<file path="src/rtl/decode_ctrl_stage_if.sv">
// rtl/decode_ctrl_stage_if.sv - fetch-to-rename bundle handshake for decode_ctrl_stage
interface decode_ctrl_stage_if #(
   parameter int WAYS   = 2,
   parameter int INST_W = 16,
   parameter int CTRL_W = 21
);
   logic                     flush;
   logic                     in_vld;
   logic                     in_rdy;
   logic [WAYS*INST_W-1:0]   inst_in;
   logic                     out_vld;
   logic                     out_rdy;
   logic [WAYS*INST_W-1:0]   inst_out;
   logic [WAYS*CTRL_W-1:0]   ctrl_out;

   modport master (
      output flush, in_vld, inst_in, out_rdy,
      input  in_rdy, out_vld, inst_out, ctrl_out
   );

   modport slave (
      input  flush, in_vld, inst_in, out_rdy,
      output in_rdy, out_vld, inst_out, ctrl_out
   );
endinterface

</file>
<file path="src/rtl/decode_ctrl_stage.sv">
// rtl/decode_ctrl_stage.sv - registered multi-way control decoder with one-entry skid buffer
// Optional JALR decode (opcode 1111, jmp_off 11) enabled by defining DECODE_JALR_EN.
module decode_ctrl_stage #(
   parameter int WAYS   = 2,
   parameter int INST_W = 16,
   parameter int CTRL_W = 21
) (
   input  logic                 clk,
   input  logic                 rst,
   decode_ctrl_stage_if.slave   bus
);
   localparam int B_LDI    = 20;
   localparam int B_BRN    = 18;
   localparam int B_JMP    = 16;
   localparam int B_MEMRD  = 15;
   localparam int B_MEMWR  = 14;
   localparam int B_ALU    = 11;
   localparam int B_INVRT  = 10;
   localparam int B_RS     = 9;
   localparam int B_RD     = 8;
   localparam int B_RT     = 7;
   localparam int B_IM     = 6;
   localparam int B_REGWR  = 5;
   localparam int B_JMPV   = 4;
   localparam int B_ADD    = 3;
   localparam int B_MULT   = 2;
   localparam int B_ADDR   = 1;
   localparam int B_VLD    = 0;

   // Argument is {opcode, jmp_off}: the only instruction bits the decode depends on.
   function automatic logic [CTRL_W-1:0] decode(input logic [5:0] hdr);
      logic [CTRL_W-1:0] c;
      logic [3:0]        op;
      logic [1:0]        jo;
      c  = '0;
      op = hdr[5:2];
      jo = hdr[1:0];
      case (op)
         4'h0: c = '0;
         4'h1, 4'h2, 4'h3, 4'h4, 4'h5, 4'h6, 4'h7: begin
            c[B_ALU +: 3] = op[2:0];
            c[B_RS] = 1'b1; c[B_RD] = 1'b1; c[B_REGWR] = 1'b1;
            c[B_ADD] = 1'b1; c[B_VLD] = 1'b1;
            c[B_RT]    = (op != 4'h6);
            c[B_INVRT] = (op == 4'h2);
         end
         4'h8: begin
            c[B_RS] = 1'b1; c[B_RD] = 1'b1; c[B_RT] = 1'b1;
            c[B_REGWR] = 1'b1; c[B_MULT] = 1'b1; c[B_VLD] = 1'b1;
         end
         4'h9, 4'hA, 4'hB: begin
            c[B_BRN +: 2] = (op == 4'h9) ? 2'b11 : (op == 4'hA) ? 2'b01 : 2'b10;
            c[B_RS] = 1'b1; c[B_IM] = 1'b1; c[B_VLD] = 1'b1;
         end
         4'hC: begin
            c[B_LDI] = 1'b1; c[B_RD] = 1'b1; c[B_IM] = 1'b1;
            c[B_REGWR] = 1'b1; c[B_ADD] = 1'b1; c[B_VLD] = 1'b1;
         end
         4'hD: begin
            c[B_MEMWR] = 1'b1; c[B_RS] = 1'b1; c[B_RT] = 1'b1;
            c[B_IM] = 1'b1; c[B_ADDR] = 1'b1; c[B_VLD] = 1'b1;
         end
         4'hE: begin
            c[B_MEMRD] = 1'b1; c[B_RS] = 1'b1; c[B_RD] = 1'b1; c[B_IM] = 1'b1;
            c[B_REGWR] = 1'b1; c[B_ADDR] = 1'b1; c[B_VLD] = 1'b1;
         end
         default: begin
            case (jo)
               2'b00: begin
                  c[B_IM] = 1'b1; c[B_JMPV] = 1'b1; c[B_VLD] = 1'b1;
               end
               2'b01: begin
                  c[B_JMP +: 2] = 2'b01;
                  c[B_RS] = 1'b1; c[B_IM] = 1'b1; c[B_JMPV] = 1'b1; c[B_VLD] = 1'b1;
               end
               2'b10: begin
                  c[B_LDI] = 1'b1; c[B_JMP +: 2] = 2'b10;
                  c[B_RD] = 1'b1; c[B_IM] = 1'b1; c[B_REGWR] = 1'b1;
                  c[B_JMPV] = 1'b1; c[B_ADD] = 1'b1; c[B_VLD] = 1'b1;
               end
               default: begin
`ifdef DECODE_JALR_EN
                  c[B_JMP +: 2] = 2'b11;
                  c[B_RS] = 1'b1; c[B_RD] = 1'b1; c[B_IM] = 1'b1;
                  c[B_REGWR] = 1'b1; c[B_JMPV] = 1'b1; c[B_VLD] = 1'b1;
`else
                  c = '0;
`endif
               end
            endcase
         end
      endcase
      return c;
   endfunction

   logic [WAYS*CTRL_W-1:0] in_ctrl;
   logic [CTRL_W-1:0]      raw;
   logic                   shadow;

   // Ways above the first taken jump in the bundle are on the wrong path.
   always_comb begin
      in_ctrl = '0;
      raw     = '0;
      shadow  = 1'b0;
      for (int k = 0; k < WAYS; k++) begin
         raw = decode(bus.inst_in[k*INST_W + INST_W - 6 +: 6]);
         if (!shadow) in_ctrl[k*CTRL_W +: CTRL_W] = raw;
         if (raw[B_JMPV]) shadow = 1'b1;
      end
   end

   logic                   m_vld, s_vld;
   logic [WAYS*INST_W-1:0] m_inst, s_inst;
   logic [WAYS*CTRL_W-1:0] m_ctrl, s_ctrl;
   logic                   accept, drain;

   assign accept = bus.in_vld & ~s_vld & ~bus.flush;
   assign drain  = m_vld & bus.out_rdy;

   always_ff @(posedge clk or posedge rst) begin
      if (rst) begin
         m_vld  <= 1'b0;
         s_vld  <= 1'b0;
         m_inst <= '0;
         m_ctrl <= '0;
         s_inst <= '0;
         s_ctrl <= '0;
      end else if (bus.flush) begin
         m_vld <= 1'b0;
         s_vld <= 1'b0;
      end else if (!m_vld || drain) begin
         // Accept implies skid empty, so at most one of these sources is live.
         if (s_vld) begin
            m_vld  <= 1'b1;
            m_inst <= s_inst;
            m_ctrl <= s_ctrl;
            s_vld  <= 1'b0;
         end else if (accept) begin
            m_vld  <= 1'b1;
            m_inst <= bus.inst_in;
            m_ctrl <= in_ctrl;
         end else begin
            m_vld <= 1'b0;
         end
      end else if (accept) begin
         s_vld  <= 1'b1;
         s_inst <= bus.inst_in;
         s_ctrl <= in_ctrl;
      end
   end

   assign bus.in_rdy   = ~s_vld;
   assign bus.out_vld  = m_vld;
   assign bus.inst_out = m_inst;
   assign bus.ctrl_out = m_ctrl;
endmodule

</file>
<file path="src/flat_wrapper.sv">
// flat-port wrapper written by rule: the top's interface ports become plain ports
module decode_ctrl_stage_flat 
#(
   parameter int WAYS   = 2,
   parameter int INST_W = 16,
   parameter int CTRL_W = 21
)
  (clk, rst, bus_flush, bus_in_vld, bus_inst_in, bus_out_rdy, bus_in_rdy, bus_out_vld, bus_inst_out, bus_ctrl_out);
  decode_ctrl_stage_if #(.WAYS(WAYS), .INST_W(INST_W), .CTRL_W(CTRL_W)) bus_i ();
  input  logic clk;
  input  logic rst;
  input wire logic [$bits(bus_i.flush)-1:0] bus_flush;
  input wire logic [$bits(bus_i.in_vld)-1:0] bus_in_vld;
  input wire logic [$bits(bus_i.inst_in)-1:0] bus_inst_in;
  input wire logic [$bits(bus_i.out_rdy)-1:0] bus_out_rdy;
  output wire logic [$bits(bus_i.in_rdy)-1:0] bus_in_rdy;
  output wire logic [$bits(bus_i.out_vld)-1:0] bus_out_vld;
  output wire logic [$bits(bus_i.inst_out)-1:0] bus_inst_out;
  output wire logic [$bits(bus_i.ctrl_out)-1:0] bus_ctrl_out;
  assign bus_i.flush = bus_flush;
  assign bus_i.in_vld = bus_in_vld;
  assign bus_i.inst_in = bus_inst_in;
  assign bus_i.out_rdy = bus_out_rdy;
  assign bus_in_rdy = bus_i.in_rdy;
  assign bus_out_vld = bus_i.out_vld;
  assign bus_inst_out = bus_i.inst_out;
  assign bus_ctrl_out = bus_i.ctrl_out;
  decode_ctrl_stage #(.WAYS(WAYS), .INST_W(INST_W), .CTRL_W(CTRL_W)) u_core (.clk(clk), .rst(rst), .bus(bus_i));
endmodule
</file>
<file path="config.mk">
export PLATFORM = sky130hd
export DESIGN_NAME = decode_ctrl_stage_flat
export DESIGN_NICKNAME = d
export VERILOG_FILES = /design/src/rtl/decode_ctrl_stage_if.sv /design/src/rtl/decode_ctrl_stage.sv /design/src/flat_wrapper.sv
export SDC_FILE = /design/constraint.sdc
export NUM_CORES = 1
export LEC_CHECK = 0
export ABC_AREA = 1
export CELL_PAD_IN_SITES_DETAIL_PLACEMENT = 1
export CELL_PAD_IN_SITES_GLOBAL_PLACEMENT = 1
export CORE_ASPECT_RATIO = 0.9
export CORE_MARGIN = 2
export CORE_UTILIZATION = 33
export CTS_CLUSTER_DIAMETER = 150
export DETAILED_ROUTE_END_ITERATION = 7
export GPL_ROUTABILITY_DRIVEN = 1
export PLACE_DENSITY = 0.73
export SYNTH_ARGS = -nofsm -noshare
export SYNTH_HDL_FRONTEND = slang
export SYNTH_SLANG_ARGS = --single-unit
</file>
<file path="constraint.sdc">
create_clock -name clk -period 8.3 [get_ports clk]
set_clock_uncertainty 0.1 [all_clocks]
set_input_delay 2.075 -clock clk [delete_from_list [all_inputs] [get_ports clk]]
set_output_delay 2.075 -clock clk [all_outputs]
set_load 0.005 [all_outputs]
</file>
## Yosys cells after proc, flatten, opt, wreduce, memory -nomap -nowiden

Cells that the tools add are included.

- Equal/unequal tests: 34
- Muxes and demuxes: 55
- Bitwise logic cells: 6
- Reduce and logical (&&, ||, !) cells: 43

Operators by type and width:

| kind | count |
|---|---|
| $mux 42 | 2 |
| $mux 32 | 2 |
| $eq 4x4->1 const B | 14 |
| $reduce_or 14->1 | 4 |
| $eq 4x3->1 const B | 8 |
| $reduce_or 15->1 | 2 |
| $pmux 1 s2 | 14 |
| $reduce_or 7->1 | 4 |
| $reduce_or 13->1 | 2 |
| $mux 1 | 24 |
| $mux 21 | 1 |
| $reduce_or 10->1 | 2 |
| $reduce_or 9->1 | 2 |
| $eq 4x2->1 const B | 4 |
| $mux 2 | 8 |
| $reduce_or 8->1 | 2 |
| $reduce_or 2->1 | 6 |
| $reduce_or 3->1 | 4 |
| $reduce_or 6->1 | 2 |
| $reduce_or 5->1 | 2 |
| $eq 4x1->1 const B | 2 |
| $logic_not 4->1 | 2 |
| $mux 4 | 2 |
| $ne 4x3->1 const B | 2 |
| other kinds (11) | 21 |

- Register bits after elaboration: 150
- Input bits: 37
- Output and inout port bits: 76
- Word-level logic and storage cells: 144

## Longest topological paths before layout

Gate-level depths: netlist of the first run.

- Depth after elaboration: 8
- Gate-level depth with buffers: 8
- Mapped depth without buffers: 8

## Worst setup path after synthesis of the first run

OpenSTA, ideal clock, no wires.

- Kind: register -> output
- From: reg u_core.s_vld
- To: out bus_in_rdy
- Arrival time: 1007 ps
- Required time: 6125 ps
- Slack: 5118 ps
- Cell stages (with the launch flop): 5
- Path buffers: 3
- Cells stage by stage: dfrtp_1 inv_1 buf_2 buf_2 buf_2

- Word-level cells in the longest chain between the ends: 1

RTL lines:

| what | line | source |
|---|---|---|
| start: declaration | decode_ctrl_stage.sv:112 | `logic m_vld, s_vld;` |
| start signal: assignment | decode_ctrl_stage.sv:123 | `s_vld <= 1'b0;` |
| start signal: assignment | decode_ctrl_stage.sv:130 | `s_vld <= 1'b0;` |
| start signal: assignment | decode_ctrl_stage.sv:137 | `s_vld <= 1'b0;` |
| $not 1->1 | decode_ctrl_stage.sv:152 | `assign bus.in_rdy = ~s_vld;` |
| end: declaration | flat_wrapper.sv:16 | `output wire logic [$bits(bus_i.in_rdy)-1:0] bus_in_rdy;` |

Every way passes these cells.

## Worst setup path after layout of the first run

- From: in bus_out_rdy
- To: reg u_core.s_ctrl[22]

- Word-level cells in the longest chain between the ends: 4

RTL lines:

| what | line | source |
|---|---|---|
| start: declaration | flat_wrapper.sv:15 | `input wire logic [$bits(bus_i.out_rdy)-1:0] bus_out_rdy;` |
| $and 1x1->1 | decode_ctrl_stage.sv:118 | `assign drain = m_vld & bus.out_rdy;` |
| $logic_or 1x1->1 | decode_ctrl_stage.sv:131 | `end else if (!m_vld \|\| drain) begin` |
| $not 1->1 (no line) | n/a |  |
| $reduce_and 3->1 (no line) | n/a |  |
| end signal: assignment | decode_ctrl_stage.sv:148 | `s_ctrl <= in_ctrl;` |
| end: declaration | decode_ctrl_stage.sv:114 | `logic [WAYS*CTRL_W-1:0] m_ctrl, s_ctrl;` |

Every way passes these cells.
A chain may end at the register's enable or synchronous reset.

==> run summary, run 1 <==
CRITICAL PATH
----------------------------------------------------------------------------------------
Endpoint type of the worst setup path .....................................     register
Crit. Startpoint ..........................................................  bus_out_rdy
Crit Reg-Reg Startpoint ................................................... u_core.s_vld
Maximum fanout along the worst path .......................................          105
Worst path required time ..................................................      8.47 ns
Path depth of the worst reg2reg path ......................................            4
Critical register-to-register path endpoint ............................... u_core.bus.ctrl_out[19]
Worst R2R Setup Slack .....................................................      5.96 ns
Critical path start-end classification ....................................    in -> reg
Crit path to .............................................................. u_core.s_ctrl[22]
Data arrival time of the worst path .......................................      4.08 ns
Crit path launch type .....................................................   input port

FINAL LAYOUT
----------------------------------------------------------------------------------------
Diode insertion count for antenna repair ..................................            0
Share of final-layout standard cells stronger than drive strength 1 .......        6.40%
Synthesis-to-layout area growth ...........................................        28.0%
Share of the core filled with cells .......................................        43.5%
Number of nets in the layout ..............................................          915
Fill cell instance count of the final layout ..............................        2,317

ROUTING
----------------------------------------------------------------------------------------
Number of search-and-repair iterations in the first detailed-routing pass .            5
Post-Route WL .............................................................      17.8 mm
Via count .................................................................        5,533
Ratio of routed vias to standard cells ....................................         4.85
Residual DRC count ........................................................            0
Antenna-violating nets left ...............................................            0
Routed wire per std cell ..................................................      15.6 um
Drt initial violations ....................................................          312

GRT
----------------------------------------------------------------------------------------
Met1 track demand over resource in global routing .........................        24.3%
Most heavily used metal layer in global routing ...........................         met2
Remaining Overflow, GRT ...................................................            0
Antenna violations before repair ..........................................            0
Tot GR Track Use ..........................................................        17.7%
Met3 layer usage reported by global route .................................        3.88%
Largest net degree at the start of global routing .........................          114
Via count of the first global-routing pass ................................        5,751
First-pass GRT wire length ................................................      29.7 mm
Global routing met2 resource utilization ..................................        28.5%

PLACE
----------------------------------------------------------------------------------------
Buffers added on ports ....................................................          112
Routability congestion estimate ...........................................        0.773
Post-detailed-placement half-perimeter wirelength .........................      11.2 mm

HOLD PATH
----------------------------------------------------------------------------------------
Hold/Removal Path Class ...................................................   reg -> reg

TIMING
----------------------------------------------------------------------------------------
Total setup violations reported at the end of the flow ....................            0
Worst Tran Pin Value ......................................................      1.15 ns
Summed negative setup slack over all endpoints ............................         0 ns
Final Hold Violating Endpoints ............................................            0
Time the worst path needs with I/O delays and setup .......................      3.91 ns
Unrepaired setup endpoints after global routing ...........................        false
Final max-slew violation count ............................................            0
F_max .....................................................................      256 MHz
Relative slew margins .....................................................        23.2%
Period Utilization, post-route ............................................        47.1%

FLOORPLAN
----------------------------------------------------------------------------------------
Die X-Extent ..............................................................       153 um
Die footprint .............................................................   21,100 um2
Initial core utilization ..................................................        34.0%
Row count .................................................................           48
Die boundary height .......................................................       138 um
Core Footprint ............................................................   19,300 um2
I/O Pins ..................................................................          113

CLOCK NETWORK
----------------------------------------------------------------------------------------
Number of H-tree branching levels .........................................            4
Setup repair bufs after CTS ...............................................            0
Clock tree buffer depth ...................................................            2
Clock tree from TritonCTS .................................................        built
CTS clock-pin slew for the worst setup and hold paths .....................      0.06 ns
Hold-fix buffer count after cts ...........................................            0
Clock sink total ..........................................................          146
Root Buffer Master ........................................................    clkbuf_16
Clock latency on the worst-skew pair ......................................      0.43 ns
Total CTS buffers .........................................................           17
Number of instances resized during post-cts repair ........................            0

LOGIC SYNTHESIS
----------------------------------------------------------------------------------------
Post-synthesis instance area ..............................................     6580 um2
Number of different library cells in the post-synthesis netlist ...........           32
Total number of yosys warnings ............................................            0
Post-synthesis average cell area ..........................................     8.33 um2
Synthesized instance count ................................................          790
Number of nets produced by synthesis ......................................          827
Register bit total from synthesis .........................................          146
Fraction of the yosys area taken by sequential cells ......................        55.5%

POWER AND IR DROP
----------------------------------------------------------------------------------------
Max IR drop VDD ...........................................................     0.130 mV
Cell area power density ...................................................   240 nW/um2
Leakage component of the power ............................................      4.10 nW

OUTCOME
----------------------------------------------------------------------------------------
Status .................................................................... finished, final reports clean

RUN
----------------------------------------------------------------------------------------
Maximum Capacitance Violations ............................................            0

## layout make-up
cell class              count  area [um2]  area share, %
inverters                  60         230           2.73
flip-flops and latches    146        3650           43.4
clock inverters            13         134           1.59
repair buffers            117        1160           13.8
well taps                 250         313           3.72
multi-input cells         536        2480           29.4
clock buffers              19         453           5.38
## critical path, stage by stage
cell and delay (ns):
clkdlybuf4s50_1 0.45, inv_1 0.05, nand2_1 0.16, nor2_1 0.10, nand3_4 0.06, buf_4 0.75, nor2_1 0.20, nand2_1 0.14
o211ai_1 0.09
## per-layer routing
metal | part of all wire (%) | vias up
met1 | 48 | 2675
met4 | 1.1 | 0
met2 | 47 | 103
met3 | 3.6 | 18
met5 | 0 | -
li1 | - | 2737
## state kept, by name, indices dropped and copies added, names as in the netlist
name / flops
u_core.bus.ctrl_out: 40
u_core.s_ctrl: 40
u_core.bus.inst_out: 32
u_core.s_inst: 32
u_core.bus.out_vld: 1
u_core.s_vld: 1
## metrics by stage
stage	std cells	worst slack, ns	cell area, um2	hold slack, ns	power [mW]
floorplan	790	2.20	6580	0.342	1.07
global placement	1109	3.95	7830	0.359	1.25
detailed placement	1109	3.92	7830	0.366	1.26
CTS	1141	4.35	8420	0.383	2.04
global route	1141	4.15	8420	0.403	2.13
finish	1141	4.39	8420	0.374	2.02
## worst min-delay path by stage
stage                                 start  depth (start not counted)  slack [ns]                       to
finish              u_core.bus.ctrl_out[41]                          2        0.37  u_core.bus.ctrl_out[41]
global route              u_core.s_inst[24]                          2        0.40        u_core.s_inst[24]
CTS                 u_core.bus.ctrl_out[41]                          2        0.38  u_core.bus.ctrl_out[41]
detailed placement  u_core.bus.inst_out[14]                          2        0.37  u_core.bus.inst_out[14]
global placement          u_core.s_ctrl[12]                          2        0.36        u_core.s_ctrl[12]
floorplan                 u_core.s_ctrl[12]                          2        0.34        u_core.s_ctrl[12]
## power by group
group	switching [mW]	total [mW]	internal (mW)
combinational	0.162	0.341	0.179
clock	0.316	0.773	0.458
sequential	0.0679	0.904	0.836
total	0.545	2.02	1.47
## cells in the mapped netlist, drive strengths merged
cell type  count  share of area [%]
a21boi         5               0.57
a21oi         25                2.0
a2bb2oi        8                1.2
a31oi          5               0.48
buf           29                2.5
clkbuf        19                1.1
dfrtp        146                 56
inv           60                3.4
nand2        257                 15
nand3         22                1.9
nand4          7               0.67
nor2          45                2.7
nor3           3               0.40
o211ai         7               0.87
o21a           1               0.11
o21ai        141                 11
o22ai          2               0.19
o31ai          2               0.23
or2            6               0.57
## logic make-up after synthesis
| group | after synthesis | share of synthesized area [%] |
|---|---|---|
| AND/OR/NAND/NOR | 340 | 21.1 |
| AO/OA/AOI/OAI | 196 | 16.3 |
| flip-flops | 146 | 55.5 |
| buffers and inverters | 108 | 7.04 |
## cell usage in the layout, fill, tap and decap left out, types with 3 or more instances in the layout
cell type,instances
inv_1,56
clkinvlp_4,3
clkdlybuf4s50_1,112
nor2_1,44
or2_2,6
inv_6,3
nand3_1,19
nand4_1,7
clkinv_2,5
a31oi_1,5
inv_2,3
buf_4,5
a21oi_1,24
clkbuf_16,17
o211ai_1,6
o21ai_0,139
dfrtp_1,146
a21boi_1,3
nand2_1,255
a2bb2oi_1,7
No activity file was read; power rests on OpenSTA's default activity.
==> run 2: changes to the inputs <==
--- a/config.mk
+++ b/config.mk
@@ -14,7 +14,7 @@
 export CTS_CLUSTER_DIAMETER = 150
 export DETAILED_ROUTE_END_ITERATION = 7
 export GPL_ROUTABILITY_DRIVEN = 1
-export PLACE_DENSITY = 0.73
+export PLACE_DENSITY = 0.75
 export SYNTH_ARGS = -nofsm -noshare
 export SYNTH_HDL_FRONTEND = slang
 export SYNTH_SLANG_ARGS = --single-unit
==> constraint.sdc (replaced) <==
create_clock -name clk -period 3.5 [get_ports clk]
set_clock_uncertainty 0.1 [all_clocks]
set_input_delay 0.875 -clock clk [delete_from_list [all_inputs] [get_ports clk]]
set_output_delay 0.875 -clock clk [all_outputs]
set_load 0.005 [all_outputs]
==> run summary, run 2 (synthesized netlist as in run 1, its figures left out) <==
FLOORPLAN
----------------------------------------------------------------------------------------
Core Footprint ............................................................   19,300 um2   unchanged
Die footprint .............................................................   21,100 um2   unchanged
Die boundary height .......................................................       138 um   unchanged
Initial core utilization ..................................................        34.0%   unchanged
Row count .................................................................           48   unchanged
I/O Pins ..................................................................          113   unchanged
Die X-Extent ..............................................................       153 um   unchanged

CRITICAL PATH
----------------------------------------------------------------------------------------
Cell with the largest stage delay on the worst path ....................... clkdlybuf4s50_1
Path depth of the worst reg2reg path ......................................            6   +2
Critical path start-end classification ....................................    in -> reg
Maximum fanout along the worst path .......................................           34   -68%
Worst path required time ..................................................      3.70 ns   -4.77 ns
Crit. Startpoint ..........................................................  bus_out_rdy
CP Cell Sequence .......................................................... clkdlybuf4s50_1, inv_1, nand2_1, nor2_1, nand3_4, inv_1, buf_4, nand4_1, o21a_1
Data arrival time of the worst path .......................................      2.71 ns   -1.37 ns
Highest cell delay on the worst timing path ...............................      0.43 ns   -0.32 ns
Most frequent cell on the critical path ...................................        inv_1
Crit path launch type .....................................................   input port
Crit Reg-Reg Startpoint ................................................... u_core.s_vld
Endpoint type of the worst setup path .....................................     register

POWER AND IR DROP
----------------------------------------------------------------------------------------
Net switching power of the design .........................................      1.26 mW   +130%
Leakage component of the power ............................................      4.15 nW   +1.1%
Cell area power density ...................................................   580 nW/um2   +140%
Switching share of power ..................................................        25.5%   -1.5 points
Logic pwr share ...........................................................        16.6%   -0.3 points
Share of total power in sequential cells ..................................        43.4%   -1.4 points
Max IR drop VDD ...........................................................     0.298 mV   +130%
Internal ..................................................................      3.68 mW   +150%
Relative contribution of the clock network to total power .................        40.0%   +1.7 points

GRT
----------------------------------------------------------------------------------------
Via count of the first global-routing pass ................................        5,973   +3.9%
First-pass GRT wire length ................................................      31.1 mm   +4.7%
Remaining Overflow, GRT ...................................................            0   unchanged
Largest net degree at the start of global routing .........................          114   unchanged
Tot GR Track Use ..........................................................        18.5%   +0.75 points
Antenna violations before repair ..........................................            0   unchanged

TIMING
----------------------------------------------------------------------------------------
Summed negative setup slack over all endpoints ............................         0 ns   unchanged
Time the worst path needs with I/O delays and setup .......................      2.50 ns
Worst Tran Pin Value ......................................................      1.07 ns   -0.0834 ns
Worst setup slack after layout ............................................     0.998 ns   -3.39 ns
Total setup violations reported at the end of the flow ....................            0   unchanged
Final Hold Violating Endpoints ............................................            0   unchanged
Period Utilization, post-route ............................................        71.5%
Final max-slew violation count ............................................            0   unchanged
Relative slew margins .....................................................        28.7%   +5.6 points
F_max .....................................................................      400 MHz
Unrepaired setup endpoints after global routing ...........................        false

CLOCK NETWORK
----------------------------------------------------------------------------------------
Number of instances resized during post-cts repair ........................            0   unchanged
Hold-fix buffer count after cts ...........................................            0   unchanged
Number of H-tree branching levels .........................................            4   unchanged
Clock sink total ..........................................................          146   unchanged
Clock tree buffer depth ...................................................            2   unchanged
CTS clock-pin slew for the worst setup and hold paths .....................      0.06 ns   about the same
Clock latency on the worst-skew pair ......................................      0.42 ns   about the same
Root Buffer Master ........................................................    clkbuf_16
Setup repair bufs after CTS ...............................................            0   unchanged
Clock tree from TritonCTS .................................................        built
Total CTS buffers .........................................................           17   unchanged

FINAL LAYOUT
----------------------------------------------------------------------------------------
Share of final-layout standard cells stronger than drive strength 1 .......        6.48%   +0.083 points
Number of nets in the layout ..............................................          919   +0.44%
Diode insertion count for antenna repair ..................................            0   unchanged
Synthesis-to-layout area growth ...........................................        29.6%
Most common library cell in the layout ignoring fill and taps .............      nand2_1
Filler-free cell count of the finished design .............................        1,145   +0.35%
Top library cells by usage in the layout, fill and taps aside ............. 255 x nand2_1, 146 x dfrtp_1, 139 x o21ai_0
Post-route standard cell area excluding fillers ...........................     8530 um2   +1.3%

OUTCOME
----------------------------------------------------------------------------------------
Status .................................................................... finished, final reports clean

HOLD PATH
----------------------------------------------------------------------------------------
Number of cells traversed by the worst hold path ..........................            2   unchanged
Hold/Removal Path Class ...................................................   reg -> reg
Min-Delay Startpoint ...................................................... u_core.bus.inst_out[15]

PLACE
----------------------------------------------------------------------------------------
Routability congestion estimate ...........................................        0.813   +5.2%
Placement-stage cell area .................................................     7890 um2   +0.69%
Post-detailed-placement half-perimeter wirelength .........................      11.8 mm   +5.6%
Cells after DPL ...........................................................        1,113   +0.36%
Worst slack at placement ..................................................     0.624 ns   -3.29 ns
Buffers added on ports ....................................................          112   unchanged

ROUTING
----------------------------------------------------------------------------------------
Ratio of routed vias to standard cells ....................................         4.96   +2.2%
Post-Route WL .............................................................      18.5 mm   +4.0%
Routed wire per std cell ..................................................      16.1 um   +3.6%
Via count .................................................................        5,677   +2.6%
Drt initial violations ....................................................          297   -4.8%
Antenna-violating nets left ...............................................            0   unchanged
Number of search-and-repair iterations in the first detailed-routing pass .            4   -1
Residual DRC count ........................................................            0   unchanged

RUN
----------------------------------------------------------------------------------------
Maximum Capacitance Violations ............................................            0   unchanged

run 2: per-layer routing:
metal	vias to the layer above	wire, um	global-route usage [%]
met2	105	8790	30.5
met3	19	711	3.97
met1	2807	8780	25.0
met4	0	212	4.89
met5	-	0	0
li1	2746	-	-
run 2: per-stage QoR:
step	utilization, %	total power [mW]	hold slack [ns]
finish	44.1	4.95	0.376
global route	44.1	5.20	0.395
CTS	44.1	5.01	0.381
detailed placement	40.8	3.00	0.365
global placement	40.8	2.97	0.354
floorplan	-	2.54	0.342
run 2: final cells by class:
| cell class | instances | area, um2 |
|---|---|---|
| well taps | 250 | 313 |
| clock buffers | 24 | 492 |
| inverters | 60 | 229 |
| flip-flops and latches | 146 | 3650 |
| clock inverters | 8 | 149 |
| multi-input cells | 536 | 2480 |
| fillers | 2298 | 10800 |
| repair buffers | 121 | 1210 |
run 2: power by group through the flow:
| stage | Combinational [mW] | Sequential [mW] | Clock [mW] |
|---|---|---|---|
| floorplan | 0.396 | 2.14 | 0 |
| global placement | 0.807 | 2.16 | 0 |
| detailed placement | 0.830 | 2.17 | 0 |
| CTS | 0.842 | 2.15 | 2.02 |
| global route | 0.935 | 2.18 | 2.09 |
| finish | 0.822 | 2.15 | 1.98 |
run 2: final timing paths:
kind                                      endpoint  slack (ns)
min                        u_core.bus.inst_out[15]        0.38
min reg2reg                u_core.bus.inst_out[15]        0.38
max in group asynchronous        u_core.s_ctrl[19]        1.78
max                               u_core.s_ctrl[7]         1.0
max reg2reg                u_core.bus.ctrl_out[19]        1.27
min in group asynchronous  u_core.bus.inst_out[27]        0.86
run 2: critical path: cells and delay by family:
kind / cells / cell delay, ns
buffers and inverters: 4 / 0.93
and+or+nand+nor: 4 / 0.72
AOI/OAI and AO/OA: 1 / 0.16
==> edit (flow settings as in run 1) <==
Make the reset (`rst`) synchronous in one clocked block.
--- a/src/rtl/decode_ctrl_stage.sv
+++ b/src/rtl/decode_ctrl_stage.sv
@@ -117,7 +117,7 @@
    assign accept = bus.in_vld & ~s_vld & ~bus.flush;
    assign drain  = m_vld & bus.out_rdy;
 
-   always_ff @(posedge clk or posedge rst) begin
+   always_ff @(posedge clk) begin
       if (rst) begin
          m_vld  <= 1'b0;
          s_vld  <= 1'b0;
Check against the original RTL: not equivalent (a bounded check fails within 4 cycles, from zero or initial values and one cycle with rst high; the reset may be asserted at any time).
==> edit against run 1 <==
  * Die area is 3.7% lower
  * Sequential cell count is the same
  * Hold slack lost 19 ps
  * Design area down 4.7%
  * Routed wire length grew 7.2%
  * Global-route usage increased by 1.6 points
  * Setup slack got worse by 610 ps
  * First-iteration DRC count rose by 16%
  * Synthesized area is 3.8% lower
  * Via count up 8.1%
Power is not compared: it rests on default switching activity, and its combinational part moved more than twofold at a synthesized area within 25%.
==> edit: results (changes against run 1) <==
pin count of the biggest net entering global routing: 107 (-6.1%)
CP endpoint: u_core.bus.ctrl_out[15]
reg2reg setup slack: 4780 ps (-1180 ps)
vias per cell: 5.01 (+3.3%)
Initial DRC Count: 362 (+16%)
Worst-Margin Slew: 1040 ps (-115 ps)
average wire per standard cell: 16.0 µm (+2.4%)
CP arrival: 4790 ps (+710 ps)
period utilization: 54.5% (+7.4 points)
Yosys cell types: 28 (-13%)
status: complete, no violations
number of global-route vias before repair: 5969 (+3.8%)
Nets: 969 (+5.9%)
GP Congestion: 0.784 (+1.5%)
largest stage delay on the critical path: 640 ps (-110 ps)
Post-synth top cells: dfxtp_1 (146), nor2_1 (138), o21ai_0 (138), nand2_1 (133), a21oi_1 (104)
detailed placer's ending HPWL: 11700 µm (+4.6%)
RR Endpoint: u_core.bus.ctrl_out[15]
Fill cells: 2365 (+2.1%)
Post-synth ARST share: 0% (-100 points)
worst slack, placed: 3320 ps (-599 ps)
reg-to-reg startpoint: u_core.s_vld
total track usage: 19.4% (+1.6 points)
Max FO, Critical Path: 61 (-42%)
DP Area: 7470 µm² (-4.6%)
worst reg2reg path depth: 8 (+4)
layout cells sized above 1: 7.10% (+0.70 points)
-- edit: cells by family after synthesis --
kind of cell | count (synthesis) | synth area share, %
buffers and inverters | 110 | 7.99
AOI/OAI and AO/OA | 272 | 23.6
and+or+nand+nor | 333 | 22.3
DFF | 146 | 46.2
-- edit: worst min path at each step --
stage	from	end	slack [ps]	cells past startpoint
after floorplan	u_core.s_ctrl[10]	u_core.s_ctrl[10]	320	2
after global placement	u_core.s_inst[12]	u_core.s_inst[12]	340	2
after detailed placement	u_core.s_ctrl[10]	u_core.s_ctrl[10]	350	2
after CTS	u_core.s_inst[12]	u_core.s_inst[12]	360	2
after global routing	u_core.s_inst[12]	u_core.s_inst[12]	370	2
final	u_core.s_inst[12]	u_core.s_inst[12]	360	2
-- edit: layout make-up --
type                            instances  area share (%)
Inverter                               44            2.09
Timing Repair Buffer                  118            14.5
Clock buffer                           20            5.82
Multi-Input combinational cell        605            36.1
Clock inverter                         11            1.09
Sequential cell                       146            36.4
Tap cell                              250            3.90
-- edit: report_power, final --
group	total (mW)	internal (mW)	switching (mW)	leakage, nW
combinational	0.158	0.0740	0.0836	1.98
clock	0.730	0.429	0.300	0.273
sequential	0.735	0.723	0.0127	1.19
total	1.62	1.23	0.397	3.44
-- edit: layer usage --
layer | part of all wire (%) | vias to the layer above | GRT usage (%)
met3 | 4.0 | 11 | 5.05
li1 | - | 3007 | -
met4 | 1.1 | 0 | 4.82
met1 | 48 | 2853 | 26.0
met2 | 47 | 108 | 31.2
met5 | 0 | - | 0
-- edit: worst register-to-register path, cell delays in order (launching register included) --
cell and delay (ps):
dfxtp_2 310, buf_4 690, inv_4 210, nand2_2 160, nand2_4 300, inv_2 630, buf_4 640, o21ai_0 240
a21oi_1 170
-- edit: per-stage QoR --
stage | total power [mW] | std cells | hold WS [ps]
floorplan | 0.828 | 861 | 324
global placement | 0.907 | 1163 | 337
CTS | 1.64 | 1194 | 359
detailed placement | 0.909 | 1163 | 350
global route | 1.69 | 1194 | 371
finish | 1.62 | 1194 | 355
